===== config.mk =====
export PLATFORM = sky130hd
export DESIGN_NAME = uart_packet_rx
export DESIGN_NICKNAME = d
export VERILOG_FILES = /design/src/rtl/uart_packet_rx_pkg.sv /design/src/rtl/rx_gap_timer.sv /design/src/rtl/uart_packet_rx.sv
export SDC_FILE = /design/constraint.sdc
export NUM_CORES = 1
export LEC_CHECK = 0
export CAP_MARGIN = 20
export CORE_MARGIN = 8
export CORE_UTILIZATION = 49
export DETAILED_ROUTE_END_ITERATION = 7
export HOLD_SLACK_MARGIN = 0.1
export MAX_ROUTING_LAYER = met4
export PLACE_DENSITY = 0.85
export REMOVE_ABC_BUFFERS = 1
export SLEW_MARGIN = 20
export SYNTH_ARGS = -nofsm -noshare
export SYNTH_HDL_FRONTEND = slang
export SYNTH_SLANG_ARGS = --single-unit

===== constraint.sdc =====
create_clock -name clk -period 1.6 [get_ports clk]
set_clock_uncertainty 0.05 [all_clocks]
set_input_delay 0.24 -clock clk [delete_from_list [all_inputs] [get_ports clk]]
set_output_delay 0.24 -clock clk [all_outputs]
set_load 0.02 [all_outputs]

===== src/rtl/uart_packet_rx_pkg.sv =====
// Shared definitions for the UART packet assembler: command-byte bit positions,
// mode/speed encodings and the assembler state type.
package uart_packet_rx_pkg;

    localparam int CMD_START  = 0;
    localparam int CMD_STOP   = 1;
    localparam int CMD_MODE   = 2;
    localparam int CMD_CH_LSB = 3;
    localparam int CMD_CH_MSB = 6;

    localparam logic ONE_SHOT   = 1'b0;
    localparam logic REPEAT     = 1'b1;
    localparam logic LOW_SPEED  = 1'b0;
    localparam logic HIGH_SPEED = 1'b1;

    typedef enum logic [1:0] {
        ST_IDLE    = 2'd0,
        ST_COLLECT = 2'd1,
        ST_HOLD    = 2'd2
    } state_t;

endpackage


===== src/rtl/rx_gap_timer.sv =====
// Inter-byte gap counter: counts enabled idle clocks and flags the last allowed one.
// Saturates at TIMEOUT_CLKS-1 so it can never wrap.
module rx_gap_timer #(
    parameter int TO_BIT       = 15,
    parameter int TIMEOUT_CLKS = 20000
) (
    input  logic clk,
    input  logic rst_n,
    input  logic i_clear,
    input  logic i_enable,
    output logic o_expire
);

    localparam logic [TO_BIT-1:0] LAST_CNT = TO_BIT'(TIMEOUT_CLKS - 1);

    logic [TO_BIT-1:0] cnt_r;

    // Gap counter: clear wins, otherwise count enabled cycles up to the saturation point.
    always_ff @(posedge clk or negedge rst_n) begin
        if (!rst_n) begin
            cnt_r <= {TO_BIT{1'b0}};
        end else if (i_clear) begin
            cnt_r <= {TO_BIT{1'b0}};
        end else if (i_enable && (cnt_r != LAST_CNT)) begin
            cnt_r <= cnt_r + TO_BIT'(1);
        end
    end

    assign o_expire = i_enable & (cnt_r == LAST_CNT);

endmodule


===== src/rtl/uart_packet_rx.sv =====
// Collects PACK_NUM UART bytes into a pattern, speed mask and command byte and
// presents them on a valid/ready handshake; partial packets time out.
module uart_packet_rx
    import uart_packet_rx_pkg::*;
#(
    parameter int DATA_BIT     = 32,
    parameter int PACK_NUM     = 9,
    parameter int TIMEOUT_CLKS = 20000,
    parameter int TO_BIT       = 15
) (
    input  logic                clk,
    input  logic                rst_n,
    input  logic [7:0]          i_rx_data,
    input  logic                i_rx_done_tick,
    input  logic                i_pkt_ready,
    output logic                o_pkt_valid,
    output logic [DATA_BIT-1:0] o_data,
    output logic [DATA_BIT-1:0] o_speed,
    output logic [3:0]          o_channel,
    output logic                o_mode,
    output logic                o_stop,
    output logic                o_start,
    output logic [3:0]          o_byte_cnt,
    output logic                o_timeout_tick,
    output logic                o_overrun_tick
);

    // The command byte is consumed straight from the final strobe, so only the
    // pattern and speed bytes need buffering.
    localparam int         BUF_W    = 2 * DATA_BIT;
    localparam int         BUF_N    = PACK_NUM - 1;
    localparam logic [3:0] LAST_IDX = 4'(PACK_NUM - 1);

    state_t             state_r;
    state_t             state_next_s;
    logic [3:0]         byte_cnt_r;
    logic [3:0]         byte_cnt_next_s;
    logic [BUF_W-1:0]   buf_r;
    logic               store_s;
    logic               load_s;
    logic               timeout_s;
    logic               overrun_s;
    logic               gap_clear_s;
    logic               gap_enable_s;
    logic               gap_expire_s;
    logic               pkt_valid_r;
    logic [DATA_BIT-1:0] data_r;
    logic [DATA_BIT-1:0] speed_r;
    logic [3:0]         channel_r;
    logic               mode_r;
    logic               stop_r;
    logic               start_r;
    logic               timeout_tick_r;
    logic               overrun_tick_r;

    assign gap_clear_s  = (state_r != ST_COLLECT) | i_rx_done_tick;
    assign gap_enable_s = (state_r == ST_COLLECT) & ~i_rx_done_tick;

    rx_gap_timer #(
        .TO_BIT       (TO_BIT),
        .TIMEOUT_CLKS (TIMEOUT_CLKS)
    ) u_gap_timer (
        .clk      (clk),
        .rst_n    (rst_n),
        .i_clear  (gap_clear_s),
        .i_enable (gap_enable_s),
        .o_expire (gap_expire_s)
    );

    // Next-state and per-cycle event decode; a strobe always beats gap expiry.
    always_comb begin
        state_next_s    = state_r;
        byte_cnt_next_s = byte_cnt_r;
        store_s         = 1'b0;
        load_s          = 1'b0;
        timeout_s       = 1'b0;
        overrun_s       = 1'b0;
        case (state_r)
            ST_IDLE: begin
                if (i_rx_done_tick) begin
                    store_s         = 1'b1;
                    byte_cnt_next_s = 4'd1;
                    state_next_s    = ST_COLLECT;
                end else begin
                    byte_cnt_next_s = 4'd0;
                end
            end
            ST_COLLECT: begin
                if (i_rx_done_tick) begin
                    if (byte_cnt_r == LAST_IDX) begin
                        load_s       = 1'b1;
                        state_next_s = ST_HOLD;
                    end else begin
                        store_s         = 1'b1;
                        byte_cnt_next_s = byte_cnt_r + 4'd1;
                    end
                end else if (gap_expire_s) begin
                    timeout_s       = 1'b1;
                    byte_cnt_next_s = 4'd0;
                    state_next_s    = ST_IDLE;
                end else begin
                    state_next_s = ST_COLLECT;
                end
            end
            ST_HOLD: begin
                overrun_s = i_rx_done_tick;
                if (pkt_valid_r && i_pkt_ready) begin
                    byte_cnt_next_s = 4'd0;
                    state_next_s    = ST_IDLE;
                end else begin
                    state_next_s = ST_HOLD;
                end
            end
            default: begin
                byte_cnt_next_s = 4'd0;
                state_next_s    = ST_IDLE;
            end
        endcase
    end

    // State, byte counter, handshake and event pulses.
    always_ff @(posedge clk or negedge rst_n) begin
        if (!rst_n) begin
            state_r        <= ST_IDLE;
            byte_cnt_r     <= 4'd0;
            pkt_valid_r    <= 1'b0;
            timeout_tick_r <= 1'b0;
            overrun_tick_r <= 1'b0;
        end else begin
            state_r        <= state_next_s;
            byte_cnt_r     <= byte_cnt_next_s;
            pkt_valid_r    <= (state_next_s == ST_HOLD);
            timeout_tick_r <= timeout_s;
            overrun_tick_r <= overrun_s;
        end
    end

    // Byte buffer: byte i lands in bits [8i+7:8i]; a timeout discards everything.
    always_ff @(posedge clk or negedge rst_n) begin
        if (!rst_n) begin
            buf_r <= {BUF_W{1'b0}};
        end else if (timeout_s) begin
            buf_r <= {BUF_W{1'b0}};
        end else if (store_s) begin
            for (int i = 0; i < BUF_N; i++) begin
                if (byte_cnt_r == 4'(i)) begin
                    buf_r[8*i +: 8] <= i_rx_data;
                end
            end
        end
    end

    // Held fields change only on entry to HOLD and survive the accept.
    always_ff @(posedge clk or negedge rst_n) begin
        if (!rst_n) begin
            data_r    <= {DATA_BIT{1'b0}};
            speed_r   <= {DATA_BIT{1'b0}};
            channel_r <= 4'd0;
            mode_r    <= ONE_SHOT;
            stop_r    <= 1'b0;
            start_r   <= 1'b0;
        end else if (load_s) begin
            data_r    <= buf_r[DATA_BIT-1:0];
            speed_r   <= buf_r[BUF_W-1:DATA_BIT];
            channel_r <= i_rx_data[CMD_CH_MSB:CMD_CH_LSB];
            mode_r    <= i_rx_data[CMD_MODE];
            stop_r    <= i_rx_data[CMD_STOP];
            start_r   <= i_rx_data[CMD_START];
        end
    end

    assign o_pkt_valid    = pkt_valid_r;
    assign o_data         = data_r;
    assign o_speed        = speed_r;
    assign o_channel      = channel_r;
    assign o_mode         = mode_r;
    assign o_stop         = stop_r;
    assign o_start        = start_r;
    assign o_byte_cnt     = byte_cnt_r;
    assign o_timeout_tick = timeout_tick_r;
    assign o_overrun_tick = overrun_tick_r;

endmodule


; ---- Word level (Yosys, flattened, before mapping)
; Cells that the tools add are included.
[totals]
reg_bits = 159
inputBits = 12
output_inout_bits = 78
word_cells = 101
[op_classes]
n_addsub = 2
n_eq_ne = 17
muxes = 35
n_bitwise = 4
n_reduce_logical = 23
[op_table]
columns = operator, count
row1 = $mux W64, 2
row2 = $mux W8, 8
row3 = $mux W15, 2
row4 = $reduce_bool A2 Y1, 10
row5 = $eq A4 B3 Y1 const B, 4
row6 = $mux W4, 4
row7 = $reduce_and A2 Y1, 8
row8 = $add A15 B1 Y15 const B, 1
row9 = $eq A15 B15 Y1 const B, 1
row10 = $ne A15 B15 Y1 const B, 1
row11 = $mux W1, 12
row12 = $pmux W4 S3, 1
row13 = $eq A4 B2 Y1 const B, 2
row14 = $mux W2, 4
row15 = $ne A3 B3 Y1 const B, 2
row16 = $pmux W2 S3, 1
row17 = $add A4 B1 Y4 const B, 1
row18 = $eq A2 B2 Y1 const B, 2
row19 = $eq A4 B1 Y1 const B, 1
row20 = $eq A4 B4 Y1 const B, 1
row21 = $logic_not A4 Y1, 1
row22 = $reduce_and A3 Y1, 1
row23 = $and A1 B1 Y1, 2
row24 = $eq A2 B1 Y1 const B, 1
row25 = other kinds (7), 8

; ---- Depth between registers and ports, before layout
[logic_depth]
ltp_word = 8
ltp_mapped = 8
mapped_depth_nobuf = 6

; ---- Cells and area by module
; A second synthesis with hierarchy kept.
[hier_totals]
hier_cells = 576
area_unflattened_um2 = 6725.2
[modules_own_cells]
columns = module, instances, cells_per_inst, area_each_um2, seq_area_each_um2
row1 = uart_packet_rx, 1, 490, 5906.9, 3603.5
row2 = rx_gap_timer, 1, 86, 818.3, 375.4

; ---- Least setup slack after synthesis
; Ideal clock, no wire load.
[synth_path]
kind = flip-flop to flip-flop
start = register byte_cnt_r[0], in the netlist o_byte_cnt[0]
end = register channel_r[0], in the netlist o_channel[0]
setup_time_ns = 0.128
t_arrival_ns = 1.646
required_ns = 1.422
path_slack_ns = -0.224
stages_incl_launch_ff = 7
path_buffers = 1
synth_period_minus_slack_ns = 1.824
cell_sequence = dfrtp_1 > inv_1 > ha_1 > nand3b_1 > nor2_2 > buf_4 > mux2_1
[synth_via]
elab_chain_len = 4
[synth_rtl]
columns = item, line
row1 = from (decl), uart_packet_rx.sv:36  ; logic [3:0] byte_cnt_r;
row2 = from (signal assigned), uart_packet_rx.sv:131  ; byte_cnt_r <= byte_cnt_next_s;
row3 = $eq A4 B4 Y1, uart_packet_rx.sv:90  ; if (byte_cnt_r == LAST_IDX) begin
row4 = $mux W1, uart_packet_rx.sv:90
row5 = $mux W1, uart_packet_rx.sv:89  ; if (i_rx_done_tick) begin
row6 = $mux W1, uart_packet_rx.sv:78  ; case (state_r)
row7 = to (signal assigned), uart_packet_rx.sv:165  ; channel_r <= i_rx_data[CMD_CH_MSB:CMD_CH_LSB];
row8 = to (decl), uart_packet_rx.sv:49  ; logic [3:0] channel_r;
; No other way between the ends.
; A chain may end at the register's enable or synchronous reset.

; ---- Worst setup path after layout
[layout_path]
start = register byte_cnt_r[1], in the netlist o_byte_cnt[1]
end = register speed_r[24], in the netlist o_speed[24]
[layout_via]
elab_chain_len = 4
[layout_rtl]
columns = item, line
row1 = $eq A4 B4 Y1, uart_packet_rx.sv:90
row2 = $mux W1, uart_packet_rx.sv:90
row3 = $mux W1, uart_packet_rx.sv:89
row4 = $mux W1, uart_packet_rx.sv:78
row5 = to (signal assigned), uart_packet_rx.sv:157  ; speed_r <= {DATA_BIT{1'b0}};
row6 = to (signal assigned), uart_packet_rx.sv:164  ; speed_r <= buf_r[BUF_W-1:DATA_BIT];
row7 = to (decl), uart_packet_rx.sv:48  ; logic [DATA_BIT-1:0] speed_r;
; No other way between the ends.

==> flow_metrics.py <==
metrics = {
    "worst_setup_path": {
        "cp_slowest_cell": "mux2_1",
        "setup.worst_path.end_class": "flop",
        "cp_top_family": "multiplexers",
        "cp.arrival_ps": 2280,
        "r2r-start": "o_byte_cnt[1]",
        "critical-path-max-stage-delay_ps": 460,
        "critPathLaunchType": "flop",
        "critical_path_buf_inv_count": 3,
        "crit_fanout": 6,
        "r2r-end": "o_speed[24]",
        "crit_chain": "inv_2, ha_4, nand3b_1, nor2_4, buf_8, clkbuf_16, mux2_1",
        "r2r_slack_ps": -450,
        "critical_path_required_ps": 1830,
        "critical_path_class": "reg2reg",
        "r2r_cells": 7,
    },
    "detailed_routing": {
        "via_count": 6211,
        "ant_nets": 0,
        "detail_route.iter0.violations": 681,
        "first_pass_iters": 5,
        "wl_mm": 28.9,
        "drc": 0,
        "routed_via_density": 6.59,
        "avgRoutedWirePerCell_um": 30.6,
    },
    "floorplanning": {
        "io_pins": 90,
        "start_util": 0.503,
        "die-width_um": 133,
        "chipHeight_um": 133,
        "num_rows": 42,
        "fp.dieArea_mm2": 0.0176,
        "core_mm2": 0.0132,
    },
    "power_and_ir_drop": {
        "peakVddDrop_uv": 754,
        "power_frac_comb": 0.235,
        "leakage_nw": 4.98,
        "p_sw_frac": 0.325,
        "p_switching_w": 0.00418,
        "total_power_w": 0.0129,
        "pwr-share-clk": 0.343,
        "p_per_area_mw_per_mm2": 1210,
        "p_int_w": 0.00869,
        "p_seq_frac": 0.421,
    },
    "status": {
        "status": "finished, violations left",
        "violations": "negative setup slack",
    },
    "place": {
        "dpl.hpwl_mm": 11.6,
        "place_inst": 854,
        "place_congestion": 0.804,
        "io_buffers": 89,
        "place_ws_ps": -411,
    },
    "grt": {
        "grt_usage": 0.276,
        "grt_pass1_wl_mm": 36.4,
        "grt-ovfl-total": 0,
        "grt_pass1_vias": 6272,
        "grt_max_degree": 43,
        "antenna_found_initial": 2,
    },
    "timing": {
        "post-route-min-period_ps": 2050,
        "rsz0062_at_grt": "yes",
        "clock.fmax_ghz": 0.487,
        "slew_violations": 0,
        "setup_viol": 147,
        "worst_slack_ps": -453,
        "fin_crit_sh": 1.28,
        "worst_pin_slew_ps": 477,
        "slew_headroom": 0.682,
        "finalHoldViolCount": 0,
    },
    "cells_and_area": {
        "layout-drive-gt1-share": 0.445,
        "finalCoreUtilization": 0.801,
        "area_growth_pct": 59.2,
        "layout.nets": 768,
        "final_cells": 943,
    },
    "synth": {
        "synth_cells": 573,
        "synth_top_area_cell": "dfrtp_1",
        "synth_top_cells_by_area": "dfrtp_1, mux2_1, a21oi_1",
        "syn_avg_cell_area_um2": 11.6,
        "synth-seq-area-share": 0.597,
        "synth_area_mm2": 0.00666,
        "synth_seq_cells": 159,
        "synth_cell_types": 41,
        "ys_warn_count": 0,
        "yosysTopAreaCellShare": 0.597,
    },
    "flow_run": {
        "cap_viol_max_count": 0,
    },
    "min_path": {
        "hold_path_class": "in2async",
    },
    "cts": {
        "htreeDepth": 4,
        "cts_buffers": 17,
        "clk_pin_slew_worst_paths_ps": 70,
        "cts_max_path_buffers": 2,
        "root_buffer": "clkbuf_16",
        "cts_tree": "built",
        "clock_latency_ps": 450,
        "cts.sinks": 159,
    },
}
==> cell usage after synthesis <==
| cell | instances |
|---|---|
| a21o_1 | 1 |
| nor4_4 | 1 |
| buf_2 | 15 |
| and3b_1 | 1 |
| nor2_1 | 10 |
| nand3_1 | 69 |
| nor2_2 | 1 |
| o32ai_1 | 1 |
| inv_1 | 8 |
| buf_6 | 3 |
| and4bb_2 | 1 |
| nor4_1 | 5 |
| xor2_1 | 2 |
| a21oi_1 | 72 |
| and3_1 | 2 |
| nor3b_1 | 2 |
| nor3_1 | 3 |
| nand3b_1 | 3 |
| a211o_1 | 1 |
| ha_1 | 5 |
| o21ai_0 | 6 |
| a31oi_1 | 1 |
| clkbuf_1 | 5 |
| nand4_1 | 4 |
| mux2_1 | 70 |
| o2bb2ai_1 | 2 |
| nor2b_1 | 2 |
| and2_1 | 1 |
| mux2_2 | 1 |
| and4bb_1 | 1 |
| nand2_2 | 4 |
| xnor2_1 | 8 |
| or3_1 | 3 |
| nand3b_4 | 1 |
| buf_4 | 17 |
| nand2_1 | 76 |
| nor4b_4 | 1 |
| and4_1 | 2 |
| a32o_1 | 1 |
| nand4_2 | 2 |
| dfrtp_1 | 159 |
==> timing repair <==
| action | in CTS | in global routing |
|---|---|---|
| pin swaps | 31 | 16 |
| hold buffers | 1 | 0 |
| endpoints found under the hold margin | 159 | 0 |
| setup buffers | 27 | 12 |
| resized for setup | 211 | 162 |
| endpoints found under the setup margin | 212 | 156 |
| cloned | 13 | 10 |
==> state kept, by name (all words and copies together) (netlist names) <==
register,count
o_pkt_valid,1
o_stop,1
o_data,32
o_timeout_tick,1
u_gap_timer.cnt_r,15
o_start,1
o_byte_cnt,4
state_r,2
o_speed,32
o_mode,1
buf_r,64
o_overrun_tick,1
o_channel,4
==> logic make-up after synthesis <==
family | count (synthesis) | synth area share
and+or+nand+nor | 195 | 0.150
DFF | 159 | 0.597
AOI/OAI and AO/OA | 85 | 0.0674
muxes | 71 | 0.120
buffers and inverters | 48 | 0.0428
xor gates and xnor gates | 10 | 0.0131
adders and majority gates | 5 | 0.00939
==> through the flow <==
step	hold slack (ps)	area [µm²]	setup TNS, ps
after global routing	272	10600	-41870
after CTS	253	9720	-18350
after global placement	135	8090	-39050
final	241	10600	-32420
after detailed placement	138	8090	-45360
after floorplan	-106	6410	-261900
==> cell type report <==
class	instances	area (µm²)
fill	652	2630
antenna	3	7.51
clock inverter	13	188
inverter	8	30.0
tap	176	220
timing repair buffer	199	2290
clock buffer	19	433
sequential	159	3980
multi-input combinational	366	3460
==> worst max-delay path by stage <==
stage	startpoint	end	slack (ps)	depth (start not counted)
global route	o_byte_cnt[1]	o_speed[24]	-510	7
CTS	o_byte_cnt[0]	o_speed[29]	-200	8
floorplan	o_byte_cnt[0]	o_data[29]	-2190	5
global placement	i_rx_done_tick	o_data[25]	-350	5
detailed placement	i_rx_done_tick	o_byte_cnt[2]	-410	6
finish	o_byte_cnt[1]	o_speed[24]	-450	7
==> placed cells by master (no fill, tap or decap), drive strengths merged, types with 3 or more instances in the layout <==
| master | count |
|---|---|
| a21oi | 72 |
| buf | 103 |
| bufinv | 4 |
| clkbuf | 30 |
| clkdlybuf4s50 | 10 |
| clkinv | 4 |
| clkinvlp | 3 |
| dfrtp | 159 |
| diode | 3 |
| dlygate4sd2 | 74 |
| ha | 5 |
| inv | 10 |
| mux2 | 71 |
| nand2 | 80 |
| nand3 | 69 |
| nand3b | 4 |
| nand4 | 6 |
| nor2 | 11 |
| nor3 | 3 |
| nor4 | 6 |
| o21ai | 6 |
| or3 | 3 |
| xnor2 | 8 |
==> power groups by stage <==
| stage | Clock [W] | Sequential (W) | Combinational, W |
|---|---|---|---|
| after floorplan | 0 | 0.00525 | 0.000865 |
| after global placement | 0 | 0.00523 | 0.00168 |
| after detailed placement | 0 | 0.00530 | 0.00181 |
| after CTS | 0.00429 | 0.00525 | 0.00224 |
| after global routing | 0.00456 | 0.00546 | 0.00315 |
| final | 0.00442 | 0.00543 | 0.00303 |
==> layer usage <==
metal  global-route usage  vias to the layer above  wire length [µm]
met3               0.0814                      179              3150
li1                     -                     2365                 -
met5                    -                        -                 0
met2                0.434                      528             13700
met1                0.304                     3139             10100
met4                0.175                        0              1950
==> worst reg2reg max path, stage by stage (launching register included) <==
cell and delay, ps:
dfrtp_1 400, inv_2 90, ha_4 140, nand3b_1 170, nor2_4 210, buf_8 180, clkbuf_16 180, mux2_1 460
Power figures use the tool's default switching activity.
